**config.mk**
```make
export PLATFORM = sky130hd
export DESIGN_NAME = hilo_muldiv_flat
export DESIGN_NICKNAME = d
export VERILOG_FILES = /design/src/rtl/hilo_muldiv_pkg.sv /design/src/rtl/hilo_muldiv_if.sv /design/src/rtl/hilo_muldiv_iter.sv /design/src/rtl/hilo_muldiv.sv /design/src/flat_wrapper.sv
export SDC_FILE = /design/constraint.sdc
export NUM_CORES = 1
export LEC_CHECK = 0
export CORE_UTILIZATION = 45
export CTS_CLUSTER_DIAMETER = 120
export DETAILED_ROUTE_END_ITERATION = 10
export GPL_TIMING_DRIVEN = 0
export PLACE_DENSITY = 0.7
export SETUP_SLACK_MARGIN = 0.3
export SKIP_LAST_GASP = 1
export SLEW_MARGIN = 20
export SYNTH_ARGS = -nofsm -noshare
export SYNTH_HDL_FRONTEND = slang
export SYNTH_SLANG_ARGS = --single-unit
export TNS_END_PERCENT = 1
```
**constraint.sdc**
```tcl
create_clock -name clk -period 7.3 [get_ports clk]
set_input_delay 2.19 -clock clk [delete_from_list [all_inputs] [get_ports clk]]
set_output_delay 2.19 -clock clk [all_outputs]
set_load 0.03 [all_outputs]
```
**src/rtl/hilo_muldiv_pkg.sv**
```systemverilog
// Shared definitions for the HI/LO multiply/divide unit: op codes, FSM states,
// and a two's-complement negate usable at any operand width.
package hilo_pkg;

  localparam logic [2:0] OP_MULT  = 3'd0;
  localparam logic [2:0] OP_MULTU = 3'd1;
  localparam logic [2:0] OP_DIV   = 3'd2;
  localparam logic [2:0] OP_DIVU  = 3'd3;
  localparam logic [2:0] OP_MTHI  = 3'd4;
  localparam logic [2:0] OP_MTLO  = 3'd5;

  typedef enum logic [1:0] {IDLE, CALC, FIX} state_e;

  // Negation commutes with truncation, so callers widen to NEG_W, negate,
  // and cast back; NEG_W must cover the 2*WIDTH product.
  localparam int NEG_W = 128;

  function automatic logic [NEG_W-1:0] neg2c(input logic [NEG_W-1:0] x);
    return ~x + NEG_W'(1);
  endfunction

endpackage

```
**src/rtl/hilo_muldiv_if.sv**
```systemverilog
// Pipeline-side bundle of the HI/LO unit: launch controls in, status and
// architectural HI/LO out.
interface hilo_muldiv_if #(parameter int WIDTH = 32);
  logic             start;
  logic [2:0]       op;
  logic [WIDTH-1:0] src_a;
  logic [WIDTH-1:0] src_b;
  logic             flush;
  logic             busy;
  logic             done;
  logic [WIDTH-1:0] hi_out;
  logic [WIDTH-1:0] lo_out;

  modport master (output start, op, src_a, src_b, flush,
                  input  busy, done, hi_out, lo_out);
  modport slave  (input  start, op, src_a, src_b, flush,
                  output busy, done, hi_out, lo_out);
endinterface

```
**src/rtl/hilo_muldiv_iter.sv**
```systemverilog
// Unsigned iterative datapath: shift-add multiply or restoring divide,
// one bit per step, over a shared 2*WIDTH accumulator.
module muldiv_iter #(
  parameter int WIDTH = 32,
  parameter int CNT_W = $clog2(WIDTH + 1)
) (
  input  logic             clk,
  input  logic             reset,
  input  logic             load_i,
  input  logic             step_i,
  input  logic             mode_div_i,
  input  logic [WIDTH-1:0] opa_i,
  input  logic [WIDTH-1:0] opb_i,
  output logic             last_o,
  output logic [WIDTH-1:0] hi_o,
  output logic [WIDTH-1:0] lo_o
);

  logic [2*WIDTH-1:0] acc_q, acc_d;
  logic [WIDTH-1:0]   addend_q, addend_d;
  logic [CNT_W-1:0]   cnt_q, cnt_d;
  logic               mode_div_q, mode_div_d;
  logic [WIDTH:0]     mul_sum, div_shift;
  logic [WIDTH-1:0]   div_diff;
  logic               div_ge;

  always_comb begin
    mul_sum   = {1'b0, acc_q[2*WIDTH-1:WIDTH]} + {1'b0, (acc_q[0] ? addend_q : '0)};
    div_shift = {acc_q[2*WIDTH-1:WIDTH], acc_q[WIDTH-1]};
    div_ge    = div_shift >= {1'b0, addend_q};
    // Remainder stays below the divisor, so a successful subtract fits WIDTH bits.
    div_diff  = div_shift[WIDTH-1:0] - addend_q;
    acc_d      = acc_q;
    addend_d   = addend_q;
    mode_div_d = mode_div_q;
    cnt_d      = cnt_q;
    if (load_i) begin
      mode_div_d = mode_div_i;
      addend_d   = mode_div_i ? opb_i : opa_i;
      acc_d      = {{WIDTH{1'b0}}, (mode_div_i ? opa_i : opb_i)};
      cnt_d      = '0;
    end else if (step_i) begin
      cnt_d = cnt_q + CNT_W'(1);
      if (mode_div_q)
        acc_d = div_ge ? {div_diff, acc_q[WIDTH-2:0], 1'b1}
                       : {div_shift[WIDTH-1:0], acc_q[WIDTH-2:0], 1'b0};
      else
        acc_d = {mul_sum, acc_q[WIDTH-1:1]};
    end
  end

  always_ff @(posedge clk) begin
    if (reset) begin
      acc_q      <= '0;
      addend_q   <= '0;
      cnt_q      <= '0;
      mode_div_q <= 1'b0;
    end else begin
      acc_q      <= acc_d;
      addend_q   <= addend_d;
      cnt_q      <= cnt_d;
      mode_div_q <= mode_div_d;
    end
  end

  assign last_o = step_i && (cnt_q == CNT_W'(WIDTH - 1));
  assign hi_o   = acc_q[2*WIDTH-1:WIDTH];
  assign lo_o   = acc_q[WIDTH-1:0];

endmodule

```
**src/rtl/hilo_muldiv.sv**
```systemverilog
// HI/LO architectural registers with control FSM and sign handling around an
// unsigned iterative multiply/divide engine.
module hilo_muldiv import hilo_pkg::*; #(
  parameter int WIDTH = 32,
  parameter int CNT_W = $clog2(WIDTH + 1)
) (
  input logic           clk,
  input logic           reset,
  hilo_muldiv_if.slave  bus
);

  state_e           state_q, state_d;
  logic [WIDTH-1:0] hi_q, hi_d, lo_q, lo_d, a_raw_q, a_raw_d;
  logic             done_q, done_d;
  logic             is_div_q, is_div_d, neg_p_q, neg_p_d, neg_r_q, neg_r_d;
  logic             divz_q, divz_d;
  logic             is_signed, is_div, neg_a, neg_b, launch, mtx, last;
  logic [WIDTH-1:0] abs_a, abs_b, it_hi, it_lo, quo, rem;
  logic [2*WIDTH-1:0] prod;

  muldiv_iter #(.WIDTH(WIDTH), .CNT_W(CNT_W)) u_iter (
    .clk        (clk),
    .reset      (reset),
    .load_i     (launch),
    .step_i     (state_q == CALC),
    .mode_div_i (is_div),
    .opa_i      (abs_a),
    .opb_i      (abs_b),
    .last_o     (last),
    .hi_o       (it_hi),
    .lo_o       (it_lo)
  );

  always_comb begin
    is_signed = (bus.op == OP_MULT) || (bus.op == OP_DIV);
    is_div    = (bus.op == OP_DIV) || (bus.op == OP_DIVU);
    neg_a     = is_signed && bus.src_a[WIDTH-1];
    neg_b     = is_signed && bus.src_b[WIDTH-1];
    abs_a     = neg_a ? WIDTH'(neg2c(NEG_W'(bus.src_a))) : bus.src_a;
    abs_b     = neg_b ? WIDTH'(neg2c(NEG_W'(bus.src_b))) : bus.src_b;
    // flush outranks start, so a same-cycle start is dropped
    launch    = (state_q == IDLE) && bus.start && !bus.flush && (bus.op <= OP_DIVU);
    mtx       = (state_q == IDLE) && bus.start && !bus.flush &&
                ((bus.op == OP_MTHI) || (bus.op == OP_MTLO));

    prod = neg_p_q ? (2*WIDTH)'(neg2c(NEG_W'({it_hi, it_lo}))) : {it_hi, it_lo};
    quo  = neg_p_q ? WIDTH'(neg2c(NEG_W'(it_lo))) : it_lo;
    rem  = neg_r_q ? WIDTH'(neg2c(NEG_W'(it_hi))) : it_hi;

    state_d  = state_q;
    hi_d     = hi_q;
    lo_d     = lo_q;
    a_raw_d  = a_raw_q;
    is_div_d = is_div_q;
    neg_p_d  = neg_p_q;
    neg_r_d  = neg_r_q;
    divz_d   = divz_q;
    done_d   = 1'b0;

    unique case (state_q)
      IDLE: begin
        if (launch) begin
          state_d  = CALC;
          a_raw_d  = bus.src_a;
          is_div_d = is_div;
          neg_p_d  = neg_a ^ neg_b;
          neg_r_d  = neg_a;
          divz_d   = (bus.src_b == '0);
        end
        if (mtx) begin
          if (bus.op == OP_MTHI) hi_d = bus.src_a;
          else                   lo_d = bus.src_a;
        end
      end
      CALC: begin
        if (bus.flush)  state_d = IDLE;
        else if (last)  state_d = FIX;
      end
      FIX: begin
        state_d = IDLE;
        if (!bus.flush) begin
          done_d = 1'b1;
          if (!is_div_q) begin
            {hi_d, lo_d} = prod;
          end else if (divz_q) begin
            hi_d = a_raw_q;
            lo_d = '1;
          end else begin
            hi_d = rem;
            lo_d = quo;
          end
        end
      end
      default: state_d = IDLE;
    endcase
  end

  always_ff @(posedge clk) begin
    if (reset) begin
      state_q  <= IDLE;
      hi_q     <= '0;
      lo_q     <= '0;
      a_raw_q  <= '0;
      done_q   <= 1'b0;
      is_div_q <= 1'b0;
      neg_p_q  <= 1'b0;
      neg_r_q  <= 1'b0;
      divz_q   <= 1'b0;
    end else begin
      state_q  <= state_d;
      hi_q     <= hi_d;
      lo_q     <= lo_d;
      a_raw_q  <= a_raw_d;
      done_q   <= done_d;
      is_div_q <= is_div_d;
      neg_p_q  <= neg_p_d;
      neg_r_q  <= neg_r_d;
      divz_q   <= divz_d;
    end
  end

  assign bus.busy   = (state_q != IDLE);
  assign bus.done   = done_q;
  assign bus.hi_out = hi_q;
  assign bus.lo_out = lo_q;

endmodule

```
**src/flat_wrapper.sv**
```systemverilog
// flat-port wrapper written by rule: the top's interface ports become plain ports
module hilo_muldiv_flat import hilo_pkg::*;
#(
  parameter int WIDTH = 32,
  parameter int CNT_W = $clog2(WIDTH + 1)
)
  (clk, reset, bus_start, bus_op, bus_src_a, bus_src_b, bus_flush, bus_busy, bus_done, bus_hi_out, bus_lo_out);
  hilo_muldiv_if #(.WIDTH(WIDTH)) bus_i ();
  input logic clk;
  input logic reset;
  input wire logic [$bits(bus_i.start)-1:0] bus_start;
  input wire logic [$bits(bus_i.op)-1:0] bus_op;
  input wire logic [$bits(bus_i.src_a)-1:0] bus_src_a;
  input wire logic [$bits(bus_i.src_b)-1:0] bus_src_b;
  input wire logic [$bits(bus_i.flush)-1:0] bus_flush;
  output wire logic [$bits(bus_i.busy)-1:0] bus_busy;
  output wire logic [$bits(bus_i.done)-1:0] bus_done;
  output wire logic [$bits(bus_i.hi_out)-1:0] bus_hi_out;
  output wire logic [$bits(bus_i.lo_out)-1:0] bus_lo_out;
  assign bus_i.start = bus_start;
  assign bus_i.op = bus_op;
  assign bus_i.src_a = bus_src_a;
  assign bus_i.src_b = bus_src_b;
  assign bus_i.flush = bus_flush;
  assign bus_busy = bus_i.busy;
  assign bus_done = bus_i.done;
  assign bus_hi_out = bus_i.hi_out;
  assign bus_lo_out = bus_i.lo_out;
  hilo_muldiv #(.WIDTH(WIDTH), .CNT_W(CNT_W)) u_core (.clk(clk), .reset(reset), .bus(bus_i));
endmodule
```
# Word level (Yosys, flattened, before mapping)
# Index checks and enable logic that the tools add are counted.
# totals
ff_bits	206
out_inout_bits	66
# classes
add_sub_neg	8
order_cmp	2
n_eq_ne	13
muxes	29
bitwise	7
n_reduce_logical	23
# ops
operator	n
two-way mux 32 bit	19
two-way mux 64 bit	3
adder 32 x 1 -> 32 bit, second input constant	4
inverter 32 bit	4
case mux 32 bit (2 select lines)	2
adder 64 x 1 -> 64 bit, second input constant	1
inverter 64 bit	1
adder 32 x 32 -> 33 bit	1
>= comparator 33 x 32 -> 1 bit	1
logical NOT 32 bit	1
subtractor 32 bit	1
AND reduction 4 bit	2
logical AND 1 bit	7
adder 6 x 1 -> 6 bit, second input constant	1
== test 3 x 2 -> 1 bit, second input constant	2
== test 3 bit, second input constant	2
== test 6 x 5 -> 1 bit, second input constant	1
two-way mux 2 bit	3
!= test 2 bit, second input constant	3
nonzero test 2 bit	3
!= test 2 x 1 -> 1 bit, second input constant	2
case mux 2 bit (2 select lines)	1
AND reduction 2 bit	2
OR reduction 2 bit	2
11 further kinds	13

# Depth between registers and ports, before layout
# Gate-level depths: netlist (run 1).
# depth
depth_word	7
mapped_depth	14
depth_no_buf	12

# By module
# Synthesis (run 1) repeated with hierarchy kept, for this count alone.
# unflattened
hier_cells	2385
area_unflattened_um2	17789.6
# by_module_without_submodules
mod	instances	cells_per_inst	area_each_um2	seq_area_each_um2
muldiv_iter	1	1192	9331.4	2062.0
hilo_muldiv	1	1193	8458.1	2062.0

# Worst setup path before layout (run 1)
# No wires, ideal clock.
# synth_path
path_kind	input to register
from	in bus_src_b[16]
to	reg u_core.u_iter.acc_q[26]
t_arrival_ps	4258
required_ps	7172
slack_ps	2914
stages	9
path_buffers	0
path_cell_list	or4_4 -> nor4b_4 -> nand3_1 -> or4_4 -> o31ai_4 -> xor2_1 -> nor3_1 -> a311oi_1 -> nor2_1
# synth_via
elab_chain_len	5
# synth_lines
item	line_no	source
from (decl)	flat_wrapper.sv:14	input wire logic [$bits(bus_i.src_b)-1:0] bus_src_b;
inverter 32 bit	hilo_muldiv_pkg.sv:19	return ~x + NEG_W'(1);
adder 32 x 1 -> 32 bit	hilo_muldiv_pkg.sv:19	
two-way mux 32 bit	hilo_muldiv.sv:40	abs_b = neg_b ? WIDTH'(neg2c(NEG_W'(bus.src_b))) : bus.src_b;
two-way mux 32 bit	hilo_muldiv_iter.sv:40	acc_d = {{WIDTH{1'b0}}, (mode_div_i ? opa_i : opb_i)};
two-way mux 32 bit	hilo_muldiv_iter.sv:37	if (load_i) begin
to (signal assigned)	hilo_muldiv_iter.sv:54	acc_q <= '0;
to (signal assigned)	hilo_muldiv_iter.sv:59	acc_q <= acc_d;
to (decl)	hilo_muldiv_iter.sv:19	logic [2*WIDTH-1:0] acc_q, acc_d;
# No other way between the ends.
# A chain may end at the register's enable or synchronous reset.

# Final worst setup path (run 1)
# layout_path
from	in bus_src_a[8]
to	reg u_core.u_iter.acc_q[25]
# layout_via
elab_chain_len	5
# layout_lines
item	line_no	source
from (decl)	flat_wrapper.sv:13	input wire logic [$bits(bus_i.src_a)-1:0] bus_src_a;
inverter 32 bit	hilo_muldiv_pkg.sv:19	
adder 32 x 1 -> 32 bit	hilo_muldiv_pkg.sv:19	
two-way mux 32 bit	hilo_muldiv.sv:39	abs_a = neg_a ? WIDTH'(neg2c(NEG_W'(bus.src_a))) : bus.src_a;
two-way mux 32 bit	hilo_muldiv_iter.sv:40	
two-way mux 32 bit	hilo_muldiv_iter.sv:37	
# No other way between the ends.

==> results of run 1 <==
==> power by group <==
group	internal, W	leakage [nW]	total (W)	switching, W
Sequential	0.00116	1.67	0.00120	0.0000416
Combinational	0.000336	4.86	0.00100	0.000664
Clock	0.000848	0.438	0.00139	0.000545
==> flip-flops by register name (all words and copies together) (netlist names) <==
signal	cells
u_core.u_iter.acc_q	64
u_core.a_raw_q	32
u_core.bus.hi_out	32
u_core.bus.lo_out	32
u_core.u_iter.addend_q	32
u_core.u_iter.cnt_q	6
u_core.state_q	2
u_core.bus.done	1
u_core.divz_q	1
u_core.is_div_q	1
u_core.neg_p_q	1
u_core.neg_r_q	1
u_core.u_iter.mode_div_q	1
==> logic make-up (layout without fill, tap and decap cells) <==
group | count (synthesis) | after routing | share of synthesized area
AOI/OAI and AO/OA | 768 | 768 | 0.2937
muxes | 68 | 68 | 0.04188
buffers and inverters | 246 | 412 | 0.05762
and+or+nand+nor | 713 | 713 | 0.2009
xor gates and xnor gates | 196 | 196 | 0.1033
DFF | 206 | 206 | 0.2482
adders and majority gates | 71 | 71 | 0.05438
==> worst max-delay path: cells and delay by family <==
| kind | cells | cell delay, ns |
|---|---|---|
| compound gates | 3 | 0.48 |
| xor+xnor | 1 | 0.48 |
| buf+inv | 1 | 0.68 |
| simple gates | 5 | 1.72 |
==> stage by stage <==
stage | utilization | setup slack, ns | area, um^2 | instances | hold slack (ns)
finish | 0.5303 | 2.263 | 19320 | 2902 | 0.4526
global route | 0.5303 | 2.125 | 19320 | 2902 | 0.4730
CTS | 0.5303 | 2.372 | 19320 | 2902 | 0.4533
detailed placement | 0.5058 | 1.795 | 18430 | 2859 | 0.4456
global placement | 0.5058 | 1.857 | 18430 | 2859 | 0.4414
floorplan | - | 2.914 | 16610 | 2268 | 0.4312
==> per-layer routing <==
metal	track usage	vias up	wire length (um)
li1	-	8525	-
met1	0.4976	8752	30200
met2	0.5893	998	31920
met3	0.07480	199	7171
met4	0.1864	2	4004
met5	0	-	15
==> layout by cell type, fill, tap and decap left out, drive strengths merged, types with 50 or more instances in the layout <==
cell type / count
clkdlybuf4s50: 123
mux2i: 56
clkbuf: 178
xor2: 80
xnor2: 116
o211ai: 62
nand2: 271
dfxtp: 206
a211oi: 50
inv: 63
a21oi: 273
nor2: 218
ha: 69
o21ai: 155
==> layout make-up <==
cell class	instances	area, um^2
inverter	65	244.0
multi-input combinational	1816	11530
fill	3662	17110
sequential	206	4124
clock buffer	34	742.0
buffer	181	713.2
clock inverter	9	151.4
tap	468	585.6
timing repair buffer	123	1231
==> how the worst max path moves through the flow <==
stage	slack (ns)	start	cells after the start	end
after global routing	2.12	bus_src_a[8]	9	u_core.u_iter.acc_q[28]
after CTS	2.37	bus_src_a[8]	10	u_core.u_iter.addend_q[24]
after detailed placement	1.79	bus_src_a[8]	10	u_core.u_iter.addend_q[24]
after floorplan	2.91	bus_src_b[16]	9	u_core.u_iter.acc_q[26]
after global placement	1.86	bus_src_a[8]	10	u_core.u_iter.addend_q[24]
final	2.26	bus_src_a[8]	10	u_core.u_iter.acc_q[25]
==> results.ini, run 1 <==
[outcome]
status=finished clean

[setup_path]
cp-end-kind=flop
cp_data_arrival_time_ns=5.55
r2r-start=u_core.u_iter.acc_q[0]
critPathLaunchType=input port
critPathRequiredTime_ns=7.81
r2r_slack_ns=3.27
slowest_delay_ns=0.68
cpMaxStageDelayCell=clkdlybuf4s50_1
path_cells=clkdlybuf4s50_1 -> or4_1 -> nor4_2 -> nand3b_1 -> nor3_2 -> a21oi_1 -> xor2_1 -> nor2_1 -> a31oi_1 -> o311a_1
worstPathMaxFanout=6
critPathKind=input port to flop
reg2reg_to=u_core.u_iter.acc_q[62]
reg2regPathDepth=13

[placed_design]
port_buffers=123
place_congestion=1.016
dpl.hpwl_um=57980

[drt]
drtPass1Iterations=6
drt_iter0_markers=2048
vias=18480
vias_per_cell=6.367
drtAntennaViolNets=0
drc=0
wl_per_cell_um=25.26
totalWireLength_um=73310

[worst_hold_path]
holdCritStartpoint=u_core.bus.lo_out[3]
holdPathStages=2
min_to=u_core.bus.lo_out[3]
hold_class=flop to flop

[timing]
worst_pin_slew_ns=1.001
maxSlewHeadroom=0.3327
fin_skew_ns=0.02242
min_period_ns=5.037
fin_crit_sh=0.6900
rsz0062_at_grt=no
max_freq_ghz=0.1985
hold_viol=0
setup_violations=0
final-max-slew-violation-count=0
finalSetupTns_ns=0

[power]
ir_worst_vdd_uv=139.8
leakagePower_nw=6.970
p_per_area_mw_per_mm2=186.0
p_total_w=0.003594

[grt]
grt-ovfl-total=0
grt_pass1_wl_um=107600
grt_antenna_before_repair=1
grt_max_degree=13
grt_pass1_vias=17080
track_usage=0.3782

[logic_synthesis]
netlist_area_mm2=0.01661
synth_top_area_frac=0.2482
syn_area_per_cell_um2=7.325
yosys_most_used_dff=dfxtp_1
syn-num-nets=2410
synth_most_common_cell=a21oi_1
synth.top_cells.by_count=273 x a21oi_1, 271 x nand2_1, 218 x nor2_1
synth-seq-cells=206
yosys-top-cells-area=dfxtp_1 25%, a21oi_1 8.2%, nand2_1 6.1%, xnor2_1 6.1%, ha_1 5.2%
netlist_instances=2268
async_flop_share=0
yosysSeqAreaShare=0.2482
ys_types=82
synth_edf_count=0
ys.warnings.count=0
synth_top_area_cell=dfxtp_1

[floorplan]
rows=70
die_h_um=194.1
initial_core_util=0.4559
die-area_mm2=0.03769
coreArea_mm2=0.03643
die-width_um=194.1
pin_count=137

[cts]
post_cts_buffers=0
clock_path_buffers=3
cts_made_buffers=26
path_clk_slew_ns=0.06
hold_buffers=0
clk_latency_ns=0.57
cts_resized=0
cts_tree=yes
cts_root_buf=clkbuf_16
htreeDepth=1
cts_sinks=206

[finish]
final_nets=2561
drive_gt1_frac=0.04560
antenna_cells=0
synthToLayoutAreaGrowth_pct=16.31

[run]
cap_violations=0

Note: power is estimated with default switching activity, not from simulation.
==> run 2, diff against run 1 <==
==> constraint.sdc (replaced) <==
create_clock -name clk -period 4.8 [get_ports clk]
set_input_delay 1.44 -clock clk [delete_from_list [all_inputs] [get_ports clk]]
set_output_delay 1.44 -clock clk [all_outputs]
set_load 0.03 [all_outputs]
==> results of run 2 <==
Same layout as run 1 (identical final DEF). Status: finished clean.
Among the figures that moved: setup slack after placement 1.795 ns -> 0.04489 ns; setup slack after layout 2.263 ns -> 0.5127 ns; register-to-register setup slack 3.27 ns -> 0.77 ns; total power 0.003594 W -> 0.005467 W; worst IR drop on VDD 139.8 uV -> 212.6 uV
